File: config.mk
export PLATFORM = sky130hd
export DESIGN_NAME = rvfpm_issue
export DESIGN_NICKNAME = d
export VERILOG_FILES = /design/src/rtl/rvfpm_pkg.sv /design/src/rtl/rvfpm_issue_fifo.sv /design/src/rtl/rvfpm_issue.sv
export SDC_FILE = /design/constraint.sdc
export NUM_CORES = 1
export LEC_CHECK = 0
export ABC_AREA = 1
export CORE_MARGIN = 2
export CORE_UTILIZATION = 47
export CTS_CLUSTER_SIZE = 30
export DETAILED_ROUTE_END_ITERATION = 10
export PLACE_DENSITY_LB_ADDON = 0.1
export SYNTH_ARGS = -nofsm -noshare
export SYNTH_HDL_FRONTEND = slang
export SYNTH_SLANG_ARGS = --single-unit
File: constraint.sdc
create_clock -name ck -period 6.49 [get_ports ck]
set_input_delay 1.298 -clock ck [delete_from_list [all_inputs] [get_ports ck]]
set_output_delay 1.298 -clock ck [all_outputs]
set_load 0.1 [all_outputs]
File: src/rtl/rvfpm_pkg.sv
// Shared RV32F issue definitions: opcode/funct7 constants, decoded head
// instruction record and the decode helper used by the issue stage.
package rvfpm_pkg;

  localparam logic [6:0] OP_FP     = 7'b1010011;
  localparam logic [6:0] OP_FMADD  = 7'b1000011;
  localparam logic [6:0] OP_FMSUB  = 7'b1000111;
  localparam logic [6:0] OP_FNMSUB = 7'b1001011;
  localparam logic [6:0] OP_FNMADD = 7'b1001111;

  localparam logic [6:0] F7_FADD   = 7'b0000000;
  localparam logic [6:0] F7_FSUB   = 7'b0000100;
  localparam logic [6:0] F7_FMUL   = 7'b0001000;
  localparam logic [6:0] F7_FDIV   = 7'b0001100;
  localparam logic [6:0] F7_FSGNJ  = 7'b0010000;
  localparam logic [6:0] F7_FMINMX = 7'b0010100;
  localparam logic [6:0] F7_FCMP   = 7'b1010000;
  localparam logic [6:0] F7_FMVXW  = 7'b1110000;
  localparam logic [6:0] F7_FCVTWS = 7'b1100000;
  localparam logic [6:0] F7_FMVWX  = 7'b1111000;
  localparam logic [6:0] F7_FCVTSW = 7'b1101000;

  typedef struct packed {
    logic       legal;
    logic       writesF;
    logic       usesRs1;
    logic       usesRs2;
    logic       usesRs3;
    logic [4:0] rd;
    logic [4:0] rs1;
    logic [4:0] rs2;
    logic [4:0] rs3;
  } fp_decoded_t;

  // Integer-destination ops (compare, FMV.X.W, FCVT.W.S) do not write the FP
  // file; integer-source ops (FMV.W.X, FCVT.S.W) do not read FP rs1.
  function automatic fp_decoded_t rvfpm_decode(input logic [31:0] instr);
    fp_decoded_t d;
    logic [6:0]  op;
    logic [6:0]  f7;
    logic        is_fp;
    logic        is_r4;
    op    = instr[6:0];
    f7    = instr[31:25];
    is_fp = (op == OP_FP);
    is_r4 = (op == OP_FMADD) || (op == OP_FMSUB) || (op == OP_FNMSUB) || (op == OP_FNMADD);
    d.legal   = is_fp || is_r4;
    d.writesF = is_r4 || (is_fp && !(f7 == F7_FMVXW || f7 == F7_FCMP || f7 == F7_FCVTWS));
    d.usesRs1 = is_r4 || (is_fp && !(f7 == F7_FMVWX || f7 == F7_FCVTSW));
    d.usesRs2 = is_r4 || (is_fp && (f7 == F7_FADD || f7 == F7_FSUB || f7 == F7_FMUL ||
                                    f7 == F7_FDIV || f7 == F7_FSGNJ || f7 == F7_FMINMX ||
                                    f7 == F7_FCMP));
    d.usesRs3 = is_r4;
    d.rd      = instr[11:7];
    d.rs1     = instr[19:15];
    d.rs2     = instr[24:20];
    d.rs3     = instr[31:27];
    return d;
  endfunction

endpackage

File: src/rtl/rvfpm_issue_fifo.sv
// Instruction queue for the FP issue stage: circular buffer with occupancy
// count, flush, and push refused while full even if a pop happens that edge.
module rvfpm_issue_fifo #(
  parameter int WIDTH = 64,
  parameter int DEPTH = 4
) (
  input  logic                     ck,
  input  logic                     rst,
  input  logic                     flush,
  input  logic                     push,
  input  logic [WIDTH-1:0]         wdata,
  input  logic                     pop,
  output logic [WIDTH-1:0]         rdata,
  output logic [$clog2(DEPTH):0]   level
);
  localparam int PW = $clog2(DEPTH);
  localparam int LW = $clog2(DEPTH) + 1;

  logic [WIDTH-1:0] mem [DEPTH];
  logic [PW-1:0]    wr_ptr;
  logic [PW-1:0]    rd_ptr;
  logic [LW-1:0]    cnt;
  logic             full;
  logic             do_push;
  logic             do_pop;

  assign full    = (cnt == LW'(DEPTH));
  assign do_push = push && !full && !flush;
  assign do_pop  = pop && (cnt != '0) && !flush;
  assign rdata   = mem[rd_ptr];
  assign level   = cnt;

  // Pointers wrap naturally since DEPTH is a power of two.
  always_ff @(posedge ck or posedge rst) begin
    if (rst) begin
      wr_ptr <= '0;
      rd_ptr <= '0;
      cnt    <= '0;
    end else if (flush) begin
      wr_ptr <= '0;
      rd_ptr <= '0;
      cnt    <= '0;
    end else begin
      if (do_push) wr_ptr <= wr_ptr + 1'b1;
      if (do_pop)  rd_ptr <= rd_ptr + 1'b1;
      if (do_push && !do_pop)      cnt <= cnt + 1'b1;
      else if (do_pop && !do_push) cnt <= cnt - 1'b1;
    end
  end

  // Payload storage needs no reset; occupancy guards every read.
  always_ff @(posedge ck) begin
    if (do_push) mem[wr_ptr] <= wdata;
  end

endmodule

File: src/rtl/rvfpm_issue.sv
// In-order RV32F issue stage: queues instructions, decodes the head, holds it
// on a register hazard from the per-register countdown scoreboard, and drops
// non-F opcodes with an illegal pulse.
module rvfpm_issue
  import rvfpm_pkg::*;
#(
  parameter int NUM_REGS        = 32,
  parameter int PIPELINE_STAGES = 2,
  parameter int FIFO_DEPTH      = 4
) (
  input  logic                         ck,
  input  logic                         rst,
  input  logic                         in_valid,
  output logic                         in_ready,
  input  logic [31:0]                  in_instruction,
  input  logic [31:0]                  in_data_fromXReg,
  input  logic                         flush,
  input  logic                         stall,
  output logic                         enable,
  output logic [31:0]                  instruction,
  output logic [31:0]                  data_fromXReg,
  output logic                         illegal,
  output logic [$clog2(FIFO_DEPTH):0]  level
);
  localparam int CW = $clog2(PIPELINE_STAGES + 1) + 1;
  localparam int RW = $clog2(NUM_REGS);
  localparam int LW = $clog2(FIFO_DEPTH) + 1;

  logic [63:0]          head;
  logic [31:0]          head_instr;
  logic [31:0]          head_data;
  fp_decoded_t          dec;
  logic [CW-1:0]        cnt [NUM_REGS];
  logic [NUM_REGS-1:0]  busy;
  logic                 not_empty;
  logic                 hazard;
  logic                 do_issue;
  logic                 do_drop;
  logic                 push;

  assign in_ready   = (level != LW'(FIFO_DEPTH));
  assign push       = in_valid && in_ready && !flush;
  assign head_instr = head[63:32];
  assign head_data  = head[31:0];
  assign dec        = rvfpm_decode(head_instr);
  assign not_empty  = (level != '0);

  rvfpm_issue_fifo #(
    .WIDTH (64),
    .DEPTH (FIFO_DEPTH)
  ) u_fifo (
    .ck    (ck),
    .rst   (rst),
    .flush (flush),
    .push  (push),
    .wdata ({in_instruction, in_data_fromXReg}),
    .pop   (do_issue || do_drop),
    .rdata (head),
    .level (level)
  );

  // Hazard sees scoreboard values from before this edge's update.
  always_comb begin
    for (int r = 0; r < NUM_REGS; r++) busy[r] = (cnt[r] != '0);
    hazard = (dec.usesRs1 && busy[dec.rs1[RW-1:0]]) ||
             (dec.usesRs2 && busy[dec.rs2[RW-1:0]]) ||
             (dec.usesRs3 && busy[dec.rs3[RW-1:0]]);
    do_issue = not_empty && dec.legal && !hazard && !stall && !flush;
    do_drop  = not_empty && !dec.legal && !flush;
  end

  // Scoreboard countdown; a new issue to rd overrides that register's decrement.
  always_ff @(posedge ck or posedge rst) begin
    if (rst) begin
      for (int r = 0; r < NUM_REGS; r++) cnt[r] <= '0;
    end else begin
      for (int r = 0; r < NUM_REGS; r++) begin
        if (do_issue && dec.writesF && (dec.rd[RW-1:0] == RW'(r)))
          cnt[r] <= CW'(PIPELINE_STAGES);
        else if (cnt[r] != '0)
          cnt[r] <= cnt[r] - 1'b1;
      end
    end
  end

  // Registered issue outputs: single-cycle pulses, payload zero when idle.
  always_ff @(posedge ck or posedge rst) begin
    if (rst) begin
      enable        <= 1'b0;
      instruction   <= '0;
      data_fromXReg <= '0;
      illegal       <= 1'b0;
    end else begin
      enable        <= do_issue;
      instruction   <= do_issue ? head_instr : '0;
      data_fromXReg <= do_issue ? head_data : '0;
      illegal       <= do_drop;
    end
  end

endmodule

Word level (Yosys, flattened, before mapping)
Memories as Yosys holds them, arrays and structs flattened.
Cells that the tools add are included.
Word-level totals
  bits in registers: 169
  memory bits (writable): 256
  bits of input ports: 69
  output and inout port bits: 70
  word-level logic and storage cells: 359
  memories kept: 1
Cells by class
  add/sub/neg operators: 36
  order comparisons: 3
  equal/unequal tests: 48
  mux-type cells: 81
  reduce and logical (&&, ||, !) cells: 151
Memories
  u_fifo.mem: depth 4, width 64, read ports 1, clocked after Yosys merged registers in 0, wr ports 1, line rvfpm_issue_fifo.sv:19  | logic [WIDTH-1:0] mem [DEPTH];
Operator list (number)
  $mux 3: 67
  $reduce_bool 3->1: 34
  $sub 3x1->3 const B: 33
  $eq 5x5->1 const B: 16
  $eq 7x7->1 const B: 10
  $reduce_bool 2->1: 34
  $mux 32: 2
  $logic_and 1x1->1: 53
  $eq 5x4->1 const B: 8
  $eq 5x3->1 const B: 4
  $logic_or 1x1->1: 19
  $lt 5x6->1 const B: 3
  $bmux 1 s5: 3
  $eq 7x4->1 const B: 2
  $eq 7x5->1 const B: 2
  $eq 5x2->1 const B: 2
  $logic_not 1->1: 9
  $mux 2: 4
  $eq 7x3->1 const B: 1
  $logic_not 7->1: 1
  $eq 5x1->1 const B: 1
  $logic_not 5->1: 1
  $mux 1: 5
  $add 2x1->2 const B: 2
  3 further kinds: 3

Longest topological paths before layout
Gate-level depths: netlist (run 1).
An unclocked memory read counts as a cell.
  word-level depth: 24
  mapped depth: 25
  depth with buffers taken out: 24

By module
From an unflattened synthesis (run 1), not the netlist that was laid out.
Unflattened totals
  cells, all modules: 1834
  area total of the unflattened synthesis: 18940.7 um2
By module, submodules not included
  rvfpm_issue_fifo: instances 1, cells an instance 683, area an instance 9998.3 um2, sequential area each 7862.5 um2
  rvfpm_issue: instances 1, cells an instance 1151, area an instance 8942.3 um2, sequential area each 4053.9 um2

Least setup slack after synthesis (run 1)
No wires, ideal clock.
  path kind: register -> register
  start point: reg u_fifo.cnt[1], in the netlist u_fifo.level[1]
  end point: mem u_fifo.mem[0][0], enable pin
  setup time: 0.486 ns
  data arrival time: 5.121 ns
  data required time: 6.004 ns
  slack: 0.883 ns
  stages on the path, launching flop included: 5
  buffers on the path: 0
  clock period less this slack: 5.607 ns
  cell sequence: dfrtp_1 -> inv_1 -> nand3_1 -> nand3_1 -> nor2_1
Between the ends
  longest elaborated chain between the ends: 7
  elaborated cells on any way between the ends: 9
  those cells by class: eq/ne (2); mux (2); reduce/logical (5)
RTL lines
  start, declared: line rvfpm_issue_fifo.sv:22  | logic [LW-1:0] cnt;
  start signal, assigned: line rvfpm_issue_fifo.sv:46  | if (do_push && !do_pop) cnt <= cnt + 1'b1;
  start signal, assigned: line rvfpm_issue_fifo.sv:47  | else if (do_pop && !do_push) cnt <= cnt - 1'b1;
  $ne 3x3->1: line rvfpm_issue.sv:41  | assign in_ready = (level != LW'(FIFO_DEPTH));
  net in_ready: line rvfpm_issue.sv:14  | output logic in_ready,
  $logic_and 1x1->1 (2 in a row): line rvfpm_issue.sv:42  | assign push = in_valid && in_ready && !flush;
  $logic_and 1x1->1 (2 in a row): line rvfpm_issue_fifo.sv:28  | assign do_push = push && !full && !flush;
  $mux 1: line rvfpm_issue_fifo.sv:53  | if (do_push) mem[wr_ptr] <= wdata;
  $mux 1 (implied by the code): line rvfpm_issue_fifo.sv:53
  end, declared: line rvfpm_issue_fifo.sv:19
The timed path passes the listed nets, and every way through them passes these cells.

Worst setup path after layout (run 1)
  start point: reg u_fifo.rd_ptr[0]
  end point: reg cnt[87] in the netlist's numbering
Between the ends
  longest elaborated chain between the ends: 20
  elaborated cells on any way between the ends: 59
  those cells by class: eq/ne (16); mux (7); reduce/logical (35); memory (1)
RTL lines
  start, declared: line rvfpm_issue_fifo.sv:21  | logic [PW-1:0] rd_ptr;
  start signal, assigned: line rvfpm_issue_fifo.sv:45  | if (do_pop) rd_ptr <= rd_ptr + 1'b1;
  $mem_v2 4x64 *
  $eq 7x3->1 or $logic_not 7->1 (tied branches): line rvfpm_pkg.sv:50  | d.usesRs2 = is_r4 || (is_fp && (f7 == F7_FADD || f7 == F7_FSUB || f7 == F7_FMUL ||
  $logic_or 1x1->1 (3 in a row): line rvfpm_pkg.sv:50
  $logic_or 1x1->1 (3 in a row): line rvfpm_pkg.sv:51  | f7 == F7_FDIV || f7 == F7_FSGNJ || f7 == F7_FMINMX ||
  $logic_and 1x1->1: line rvfpm_pkg.sv:50
  $logic_or 1x1->1: line rvfpm_pkg.sv:50
  $logic_and 1x1->1: line rvfpm_issue.sv:66  | (dec.usesRs2 && busy[dec.rs2[RW-1:0]]) ||
  $logic_or 1x1->1: line rvfpm_issue.sv:65  | hazard = (dec.usesRs1 && busy[dec.rs1[RW-1:0]]) ||
  $logic_or 1x1->1: line rvfpm_issue.sv:66
  $logic_not 1->1: line rvfpm_issue.sv:68  | do_issue = not_empty && dec.legal && !hazard && !stall && !flush;
  $logic_and 1x1->1 (3 in a row): line rvfpm_issue.sv:68
  $logic_and 1x1->1: line rvfpm_issue.sv:78  | if (do_issue && dec.writesF && (dec.rd[RW-1:0] == RW'(r)))
  $logic_and 1x1->1 *: line rvfpm_issue.sv:78
  $mux 3 or $reduce_bool 2->1 (tied branches)
  end signal, assigned by index: line rvfpm_issue.sv:79  | cnt[r] <= CW'(PIPELINE_STAGES);
  end signal, assigned by index: line rvfpm_issue.sv:81  | cnt[r] <= cnt[r] - 1'b1;
  end, declared: line rvfpm_issue.sv:33  | logic [CW-1:0] cnt [NUM_REGS];
Every way passes the cells marked *; elsewhere a longest branch is shown, timed or not. The select of a mux whose other input is x is not followed.
A chain may end at the register's enable or synchronous reset.

==> out/results.ini, run 1 <==
[status]
status=finished clean

[critical_path]
startpoint_type=flop
reg2reg_setup_slack_ns=1.39
r2r_cells=17
path_class=flop to flop
slowest_stage=nor3b_4
cp_max_fo=58
cpMostUsedCell=nand2_1
cp_cell_sequence=clkinv_2 > nand2_1 > nand3_1 > nand2_2 > nand2_1 > nand2_1 > nand2_1 > a21oi_1 > nor2_1 > nand2_1 > nand2_1 > nand2_1 > nand4_4 > nor3b_4 > nand2_1 > o21ai_1 > inv_2
critPathArrivalTime_ns=5.57
crit_required_ns=6.96
critPathCaptureType=flop
max_stage_delay_ns=0.89

[synth]
synth_compound_area_frac=0.0792
ys.warnings.count=0
synth-xor-area-share=0.0167
synth_edf_count=256
synth_fa_ha_area_frac=0.0460
ys_seq_area_frac=0.630
ys_seq_elements=425
syn-num-nets=1909
synth.most_common_cell=nand2_1
synth_cells=1771
avgSynthCellArea_um2=10.7
yosys.area_share.simple=0.164
syn_area_um2=18900
ys_types=50
synthMuxAreaShare=0
yosys-top-cells-area=edfxtp_1 (41%), dfrtp_1 (22%), nand2_1 (7.2%)
synth_top_family_by_area=simple AND/OR/NAND/NOR gates
netlist.area_leader.share=0.406
ys_top_cells_by_count=nand2_1 (361), edfxtp_1 (256), inv_1 (196)
ys.flop_type=edfxtp_1
synth_area_leader_cell=edfxtp_1
synthArstFlopShare=0.398

[place]
place.gp.congestion=0.899
dp_hpwl_um=27900
port_buffers=138
post-place-ws_ns=1.39

[global_routing]
met3_usage=0.0402
met2_usage=0.356
grt_pass1_wl_um=70100
grt_pass1_vias=12751
grt_max_degree=89
top_usage_layer=met2
overflow=0
antenna_found_initial=2
use_met1=0.290
track_usage=0.217

[timing]
hold_viol_final=0
worst_pin_slew_ns=1.10
setup_viol=0
drv_slew=0
setup_ws_ns=1.39
hold_ws_ns=0.503
fmax_mhz=196
min_period_ns=5.10
post-route-period-util=0.787
fin_setup_tns_ns=0
skew_ns=0.0213
rsz0062_at_grt=false
max-slew-margin-rel=0.265

[power_and_ir_drop]
peakVddDrop_uv=235
p_leak_nw=9.73
powerDensity_nw_per_um2=425

[clock_network]
insertion_delay_ns=0.57
cts_resized=0
clk_path_buf_depth=3
numCtsBuffers=44
cts_tree=done
htreeDepth=2
cts_setup_buffers=0
ctsRootBufferMaster=clkbuf_16
cts.sinks=425
clk_pin_slew_ns=0.06
cts_hold_buf=0

[route]
routed_wl_um=44200
via_per_inst=5.16
drc=0
drt.antenna.violating_nets=0
post_drt_wl_per_cell_um=17.9
vias=12731
drt_iter0_drc=943
first_pass_iters=5

[hold_path]
hold-path-cell-count=2
hp-class=flop to flop

[die]
rows=73
start_util=0.476
die_w_um=205
num_io_pins=139
die_area_um2=41900
coreArea_um2=39700
die_h_um=205

[finish]
fin_util=0.559
final_layout_size_suffix_gt1_frac=0.0823
fillers=3426
synthToLayoutAreaGrowth_pct=17.4
final_nets=2046

[run]
max_cap_viol_count=0

==> metrics by stage <==
stage,area (µm²),instances,power [mW]
floorplan,18900,1771,6.15
global placement,20800,2387,6.88
detailed placement,20800,2387,6.97
CTS,22200,2468,9.51
global route,22200,2468,10.1
finish,22200,2469,9.43
==> per-layer routing <==
metal | vias to the layer above | share of wire | wire length [µm]
li1 | 6182 | - | -
met1 | 6161 | 0.44 | 19400
met2 | 307 | 0.48 | 21100
met3 | 79 | 0.056 | 2500
met4 | 2 | 0.028 | 1230
met5 | - | 0.00036 | 16
==> flip-flops by register name (all words and copies together), names as in the netlist <==
signal	count
u_fifo.mem	256
cnt	96
data_fromXReg	32
instruction	32
u_fifo.level	3
u_fifo.rd_ptr	2
u_fifo.wr_ptr	2
enable	1
illegal	1
==> report_power, final <==
group | internal [mW] | total (mW) | switching, mW
Sequential | 3.34 | 3.59 | 0.250
Combinational | 1.10 | 3.33 | 2.23
Clock | 1.48 | 2.51 | 1.03
Total | 5.92 | 9.43 | 3.51
==> critical path: cells and delay by family, from the launching register on <==
kind,cells,cell delay [ns]
buffers and inverters,2,0.37
AND/OR/NAND/NOR,13,3.42
AO/OA/AOI/OAI,2,0.38
flip-flops,1,0.80
==> kinds of logic (layout without fill, tap and decap cells) <==
logic type / Yosys count / count (layout)
AO/OA/AOI/OAI: 243 / 243
XOR/XNOR: 36 / 36
adder cells (fa/ha/maj): 69 / 69
buffers and inverters: 296 / 468
flip-flops: 425 / 425
other: 1 / 2
AND/OR/NAND/NOR: 701 / 701
==> layout by cell type (no fill, tap or decap), types with 2 or more instances in the layout <==
| cell type | count |
|---|---|
| nand2_1 | 361 |
| edfxtp_1 | 256 |
| inv_1 | 195 |
| dfrtp_1 | 167 |
| nor2_1 | 149 |
| clkdlybuf4s50_1 | 138 |
| nand3_1 | 134 |
| a21oi_1 | 89 |
| ha_1 | 68 |
| o21ai_0 | 55 |
| clkbuf_16 | 46 |
| inv_2 | 36 |
| xor2_1 | 35 |
| a221oi_1 | 35 |
| o21ai_1 | 26 |
| clkbuf_1 | 19 |
| buf_4 | 16 |
| o211ai_1 | 13 |
| nand3_2 | 10 |
| a32oi_1 | 7 |
| nand3_4 | 7 |
| or2_2 | 6 |
| or2_1 | 6 |
| nand3b_1 | 6 |
| clkinv_2 | 5 |
| clkinv_1 | 5 |
| o21ai_2 | 4 |
| nor2_2 | 4 |
| nor2_4 | 4 |
| bufinv_16 | 4 |
| nand2_2 | 3 |
| o22a_1 | 3 |
| o211ai_2 | 3 |
| o22ai_1 | 2 |
| nand4_1 | 2 |
| nor3_1 | 2 |
| nor3b_4 | 2 |
| inv_6 | 2 |
==> final timing paths <==
kind | to | startpoint
setup / recovery | cnt[87] | u_fifo.rd_ptr[0]
hold / removal | cnt[16] | cnt[16]
setup reg to reg | cnt[87] | u_fifo.rd_ptr[0]
hold reg to reg | cnt[16] | cnt[16]
max in group asynchronous | data_fromXReg[4] | rst
min in group asynchronous | cnt[44] | rst
==> final cells by class <==
class | count | area, µm² | share of cell area
clock buffer | 66 | 1240 | 0.0557
antenna | 1 | 2.50 | 0.000113
tap | 525 | 657 | 0.0296
multi-input combinational | 1050 | 5820 | 0.262
inverter | 233 | 881 | 0.0397
timing repair buffer | 154 | 1500 | 0.0676
clock inverter | 15 | 184 | 0.00828
sequential | 425 | 11900 | 0.537
(Power assumes the default switching activity.)
==> run 2, diff against run 1 <==
clock period = 4.6 ns   (was 6.49 ns; I/O delays follow)
==> run 2 against run 1 <==
  * Die area is the same
  * Register-to-register slack worse by 0.94 ns
  * Cell count up 0.32%
  * Highest routed layer is now met4
==> out/results.ini, run 2 (synthesized netlist as in run 1, its figures left out) <==
[route]
drt_iter0_drc=962
drc=0
first_pass_iters=5
vias=12819
routed_wl_um=45400
drt.antenna.violating_nets=0
post_drt_wl_per_cell_um=18.3
via_per_inst=5.18

[clock_network]
clk_pin_slew_ns=0.06
cts_hold_buf=0
cts_setup_buffers=0
clk_path_buf_depth=3
cts.sinks=425
ctsRootBufferMaster=clkbuf_16
cts_resized=0
numCtsBuffers=44
cts_tree=done
htreeDepth=2
insertion_delay_ns=0.59

[finish]
final_cell_mix=nand2_1 (361), edfxtp_1 (256), inv_1 (195), dfrtp_1 (167), nor2_1 (149)
multi_input_area_um2=5820
final_cells=2477
fillers=3398
largest_reg_flops=256
fin_util=0.562
final_nets=2053
reg.largest.list=u_fifo.mem: 256 flops, cnt: 96 flops
layout_commonest_cell=nand2_1
synthToLayoutAreaGrowth_pct=18.0
largest-register=u_fifo.mem
fin_area_um2=22300
regArea_um2=11900
final_layout_size_suffix_gt1_frac=0.0913

[critical_path]
startpoint_type=flop
cp_max_fo=118
critPathCaptureType=flop
crit_required_ns=5.07
slowest_stage=dfrtp_4
max_stage_delay_ns=0.54
cpMostUsedCell=nand2_1
critPathArrivalTime_ns=4.62
path_class=flop to flop
reg2reg_setup_slack_ns=0.45
cp_cell_sequence=clkinv_2 > buf_12 > nand2_1 > o211ai_1 > nand2_1 > inv_1 > nand2_1 > a21oi_1 > nor2_1 > nand2_1 > nand2_1 > nand2_1 > nand4_4 > nand3_1 > inv_1 > fa_1 > xnor2_1 > inv_1 > nand2_1 > nand2_1 > nand2_1 > nand2_1

[global_routing]
antenna_found_initial=4
grt_pass1_vias=12650
overflow=0
track_usage=0.222
grt_max_degree=130
grt_pass1_wl_um=70900

[timing]
worst_pin_slew_ns=1.12
skew_ns=0.0186
min_period_ns=4.15
setup_ws_ns=0.446
rsz0062_at_grt=false
max-slew-margin-rel=0.249
setup_viol=0
post-route-period-util=0.903
drv_slew=0
fmax_mhz=241
hold_viol_final=0

[place]
post_dp_cell_area_um2=20900
place.gp.congestion=0.894
port_buffers=138
dpl.cell_count=2394
post-place-ws_ns=0.503
dp_hpwl_um=29200

[power_and_ir_drop]
combPwrFrac=0.360
peakVddDrop_uv=332
powerDensity_nw_per_um2=598
p_leak_nw=9.81
switching_share=0.377
p_clk_frac=0.264
power.share.sequential=0.375
p_total_mw=13.4
power_switching_mw=5.03
internal_power_mw=8.33

[status]
status=finished clean

[run]
max_cap_viol_count=0

[die]
die_area_um2=41900
start_util=0.476
die_w_um=205
die_h_um=205
coreArea_um2=39700
num_io_pins=139
rows=73

[hold_path]
hp-class=flop to flop

## run 2: cell count changes in the layout (fill, tap and decap cells not counted), moves of 3 or more
cell	delta
buf_12	+4
clkinv_2	+7
buf_4	+3
clkbuf_1	-7
clkbuf_8	+8
clkinv_1	-4
## run 2: final timing paths
check / startpoint / end / depth (start not counted)
hold / removal: cnt[10] / cnt[10] / 2
min in group asynchronous: rst / cnt[58] / 2
setup reg to reg: u_fifo.rd_ptr[0] / u_fifo.level[2] / 22
max in group asynchronous: rst / instruction[27] / 3
hold reg to reg: cnt[10] / cnt[10] / 2
setup / recovery: u_fifo.rd_ptr[0] / u_fifo.level[2] / 22
## run 2: cell type report
class / count / area share
Inverter: 233 / 0.0394
Tap cell: 525 / 0.0294
Multi-Input combinational cell: 1050 / 0.261
Clock buffer: 65 / 0.0569
Timing Repair Buffer: 161 / 0.0718
Antenna cell: 2 / 0.000224
Clock inverter: 16 / 0.00757
Sequential cell: 425 / 0.534
## run 2: worst max-delay path, delay by kind of cell, from the launching register on
kind | cells | cell delay (ns)
xor+xnor | 1 | 0.19
compound gates | 2 | 0.31
fa+ha+maj | 1 | 0.39
simple gates | 13 | 1.39
buf+inv | 5 | 1.19
flops | 1 | 0.54
## run 2: power by group through the flow
| stage | clock network [mW] | registers (mW) | logic (mW) |
|---|---|---|---|
| after floorplan | 0 | 5.16 | 3.51 |
| after global placement | 0 | 5.07 | 4.72 |
| after detailed placement | 0 | 5.08 | 4.82 |
| after CTS | 3.62 | 5.02 | 4.84 |
| after global routing | 3.76 | 5.08 | 5.49 |
| final | 3.53 | 5.01 | 4.81 |
## run 2: metal layers
layer	track usage	wire length, µm
met5	0	0
met4	0.0792	1310
met3	0.0461	2470
met2	0.364	21800
met1	0.294	19800
## run 2: stage by stage
stage	setup TNS, ns	hold WS [ns]
4_1_cts	0	0.510
3_3_place_gp	0	0.491
2_1_floorplan	-257.87	0.472
5_1_grt	0	0.527
3_5_place_dp	0	0.495
6_report	0	0.506
==> run 3, diff against run 2 <==
GPL_ROUTABILITY_DRIVEN = 0   (was not set)
==> run 3 against run 2 <==
  * Count of clock-buffer cells in the layout is 4 lower
  * Critical path type unchanged
  * Critical endpoint unchanged
  * Non-clock buffer count is 1 higher
  * Power is 0.23% higher
  * Sequential power hardly changed
==> out/results.ini, run 3 (synthesized netlist as in run 1, its figures left out) <==
[finish]
synthToLayoutAreaGrowth_pct=18.3
antenna_cells=0
fin_area_um2=22400
final_layout_size_suffix_gt1_frac=0.0902
fin_util=0.563
reg.largest.list=u_fifo.mem: 256 flops, cnt: 96 flops
final_cell_mix=nand2_1 (361), edfxtp_1 (256), inv_1 (195), dfrtp_1 (167), nor2_1 (149)
largest_reg_flops=256
layout_commonest_cell=nand2_1
final_nets=2054
largest-register=u_fifo.mem

[status]
status=finished clean

[timing]
skew_ns=0.0128
hold_ws_ns=0.511
hold_viol_final=0
min_period_ns=3.93
post-route-period-util=0.854
rsz0062_at_grt=false
fin_setup_tns_ns=0
worst_pin_slew_ns=1.13
max-slew-margin-rel=0.244
fmax_mhz=255
drv_slew=0
setup_viol=0

[power_and_ir_drop]
p_leak_nw=9.81
p_total_mw=13.4
powerDensity_nw_per_um2=599
peakVddDrop_uv=365

[clock_network]
clk_pin_slew_ns=0.06
htreeDepth=2
ctsRootBufferMaster=clkbuf_16
clk_path_buf_depth=3
cts_tree=done
cts.sinks=425
numCtsBuffers=44
cts_hold_buf=0
cts_setup_buffers=0
insertion_delay_ns=0.58
cts_resized=0

[global_routing]
antenna_found_initial=2
grt_pass1_wl_um=71500
grt_max_degree=96
track_usage=0.223
overflow=0
grt_pass1_vias=12787

[route]
drt.antenna.violating_nets=0
via_per_inst=5.21
drt_iter0_drc=1090
vias=12895
post_drt_wl_per_cell_um=18.3
first_pass_iters=8
routed_wl_um=45200
drc=0

[critical_path]
cp_cell_sequence=clkinv_2 > nand2_1 > nand3_2 > nand2_2 > nand2_1 > o21ai_0 > nand2_1 > nand3_1 > nand3_1 > nand3_1 > nand2_1 > nand2_1 > nand4_4 > nand3_1 > inv_1 > fa_1 > xnor2_1 > inv_1 > nand2_1 > nand2_1 > nand2_1 > nand2_1
path_class=flop to flop
cp_max_fo=26
cp-startpoint=u_fifo.rd_ptr[0]
crit_required_ns=5.07
critPathCaptureType=flop
critPathArrivalTime_ns=4.39
startpoint_type=flop
r2r-start=u_fifo.rd_ptr[0]
cpMostUsedCell=nand2_1
max_stage_delay_ns=0.60
slowest_stage=dfrtp_4

[die]
start_util=0.476
num_io_pins=139
rows=73
die_w_um=205
coreArea_um2=39700
die_area_um2=41900
die_h_um=205

[run]
max_cap_viol_count=0

[hold_path]
min-delay-start=cnt[10]
hp-class=flop to flop

[place]
dp_hpwl_um=28900
port_buffers=138
post_dp_cell_area_um2=20900

-- run 3: cell count changes in the layout (fill, tap and decap cells not counted) --
cell / before / now
clkinv_4: 0 / 1
clkbuf_1: 12 / 11
inv_6: 0 / 2
bufinv_16: 2 / 4
clkinv_1: 1 / 6
inv_16: 1 / 0
clkinv_2: 12 / 8
clkbuf_8: 9 / 6
diode_2: 2 / 0
buf_12: 4 / 6
buf_4: 19 / 18
-- run 3: critical path: cells and delay by family, from the launching register on --
| family | cells | cell delay, ns |
|---|---|---|
| AO/OA/AOI/OAI | 1 | 0.09 |
| XOR/XNOR | 1 | 0.18 |
| adder cells (fa/ha/maj) | 1 | 0.39 |
| buffers and inverters | 3 | 0.48 |
| flip-flops | 1 | 0.60 |
| AND/OR/NAND/NOR | 16 | 2.07 |
-- run 3: cell type report --
| cell class | count | area (µm²) |
|---|---|---|
| Clock buffer | 61 | 1220 |
| Clock inverter | 21 | 234 |
| Fill cell | 3400 | 17400 |
| Inverter | 233 | 880 |
| Multi-Input combinational cell | 1050 | 5820 |
| Sequential cell | 425 | 11900 |
| Tap cell | 525 | 657 |
| Timing Repair Buffer | 162 | 1640 |
-- run 3: path summary, 6_finish.rpt --
| path | to | slack [ns] | cells after the start |
|---|---|---|---|
| worst max-delay path | u_fifo.level[2] | 0.67 | 22 |
| worst min-delay path | cnt[10] | 0.51 | 2 |
| worst max register to register | u_fifo.level[2] | 0.67 | 22 |
| worst min register to register | cnt[10] | 0.51 | 2 |
| max in group asynchronous | u_fifo.rd_ptr[0] | 3.13 | 3 |
| min in group asynchronous | cnt[21] | 0.63 | 2 |
-- run 3: through the flow --
stage | setup slack [ns] | std cells
floorplan | -1.01 | 1771
global placement | 0.895 | 2395
detailed placement | 0.762 | 2395
CTS | 0.745 | 2477
global route | 0.291 | 2477
finish | 0.672 | 2477
-- run 3: report_power, final --
group / switching [mW] / internal [mW]
Clock: 1.49 / 2.10
Sequential: 0.310 / 4.71
Combinational: 3.21 / 1.57
-- run 3: routing by layer --
metal / global-route usage / share of wire / wire [µm] / vias to the layer above
li1: - / - / - / 6198
met1: 0.289 / 0.43 / 19600 / 6305
met2: 0.379 / 0.49 / 22300 / 308
met3: 0.0393 / 0.050 / 2260 / 80
met4: 0.0743 / 0.024 / 1100 / 4
met5: 0 / 0.00073 / 33 / -
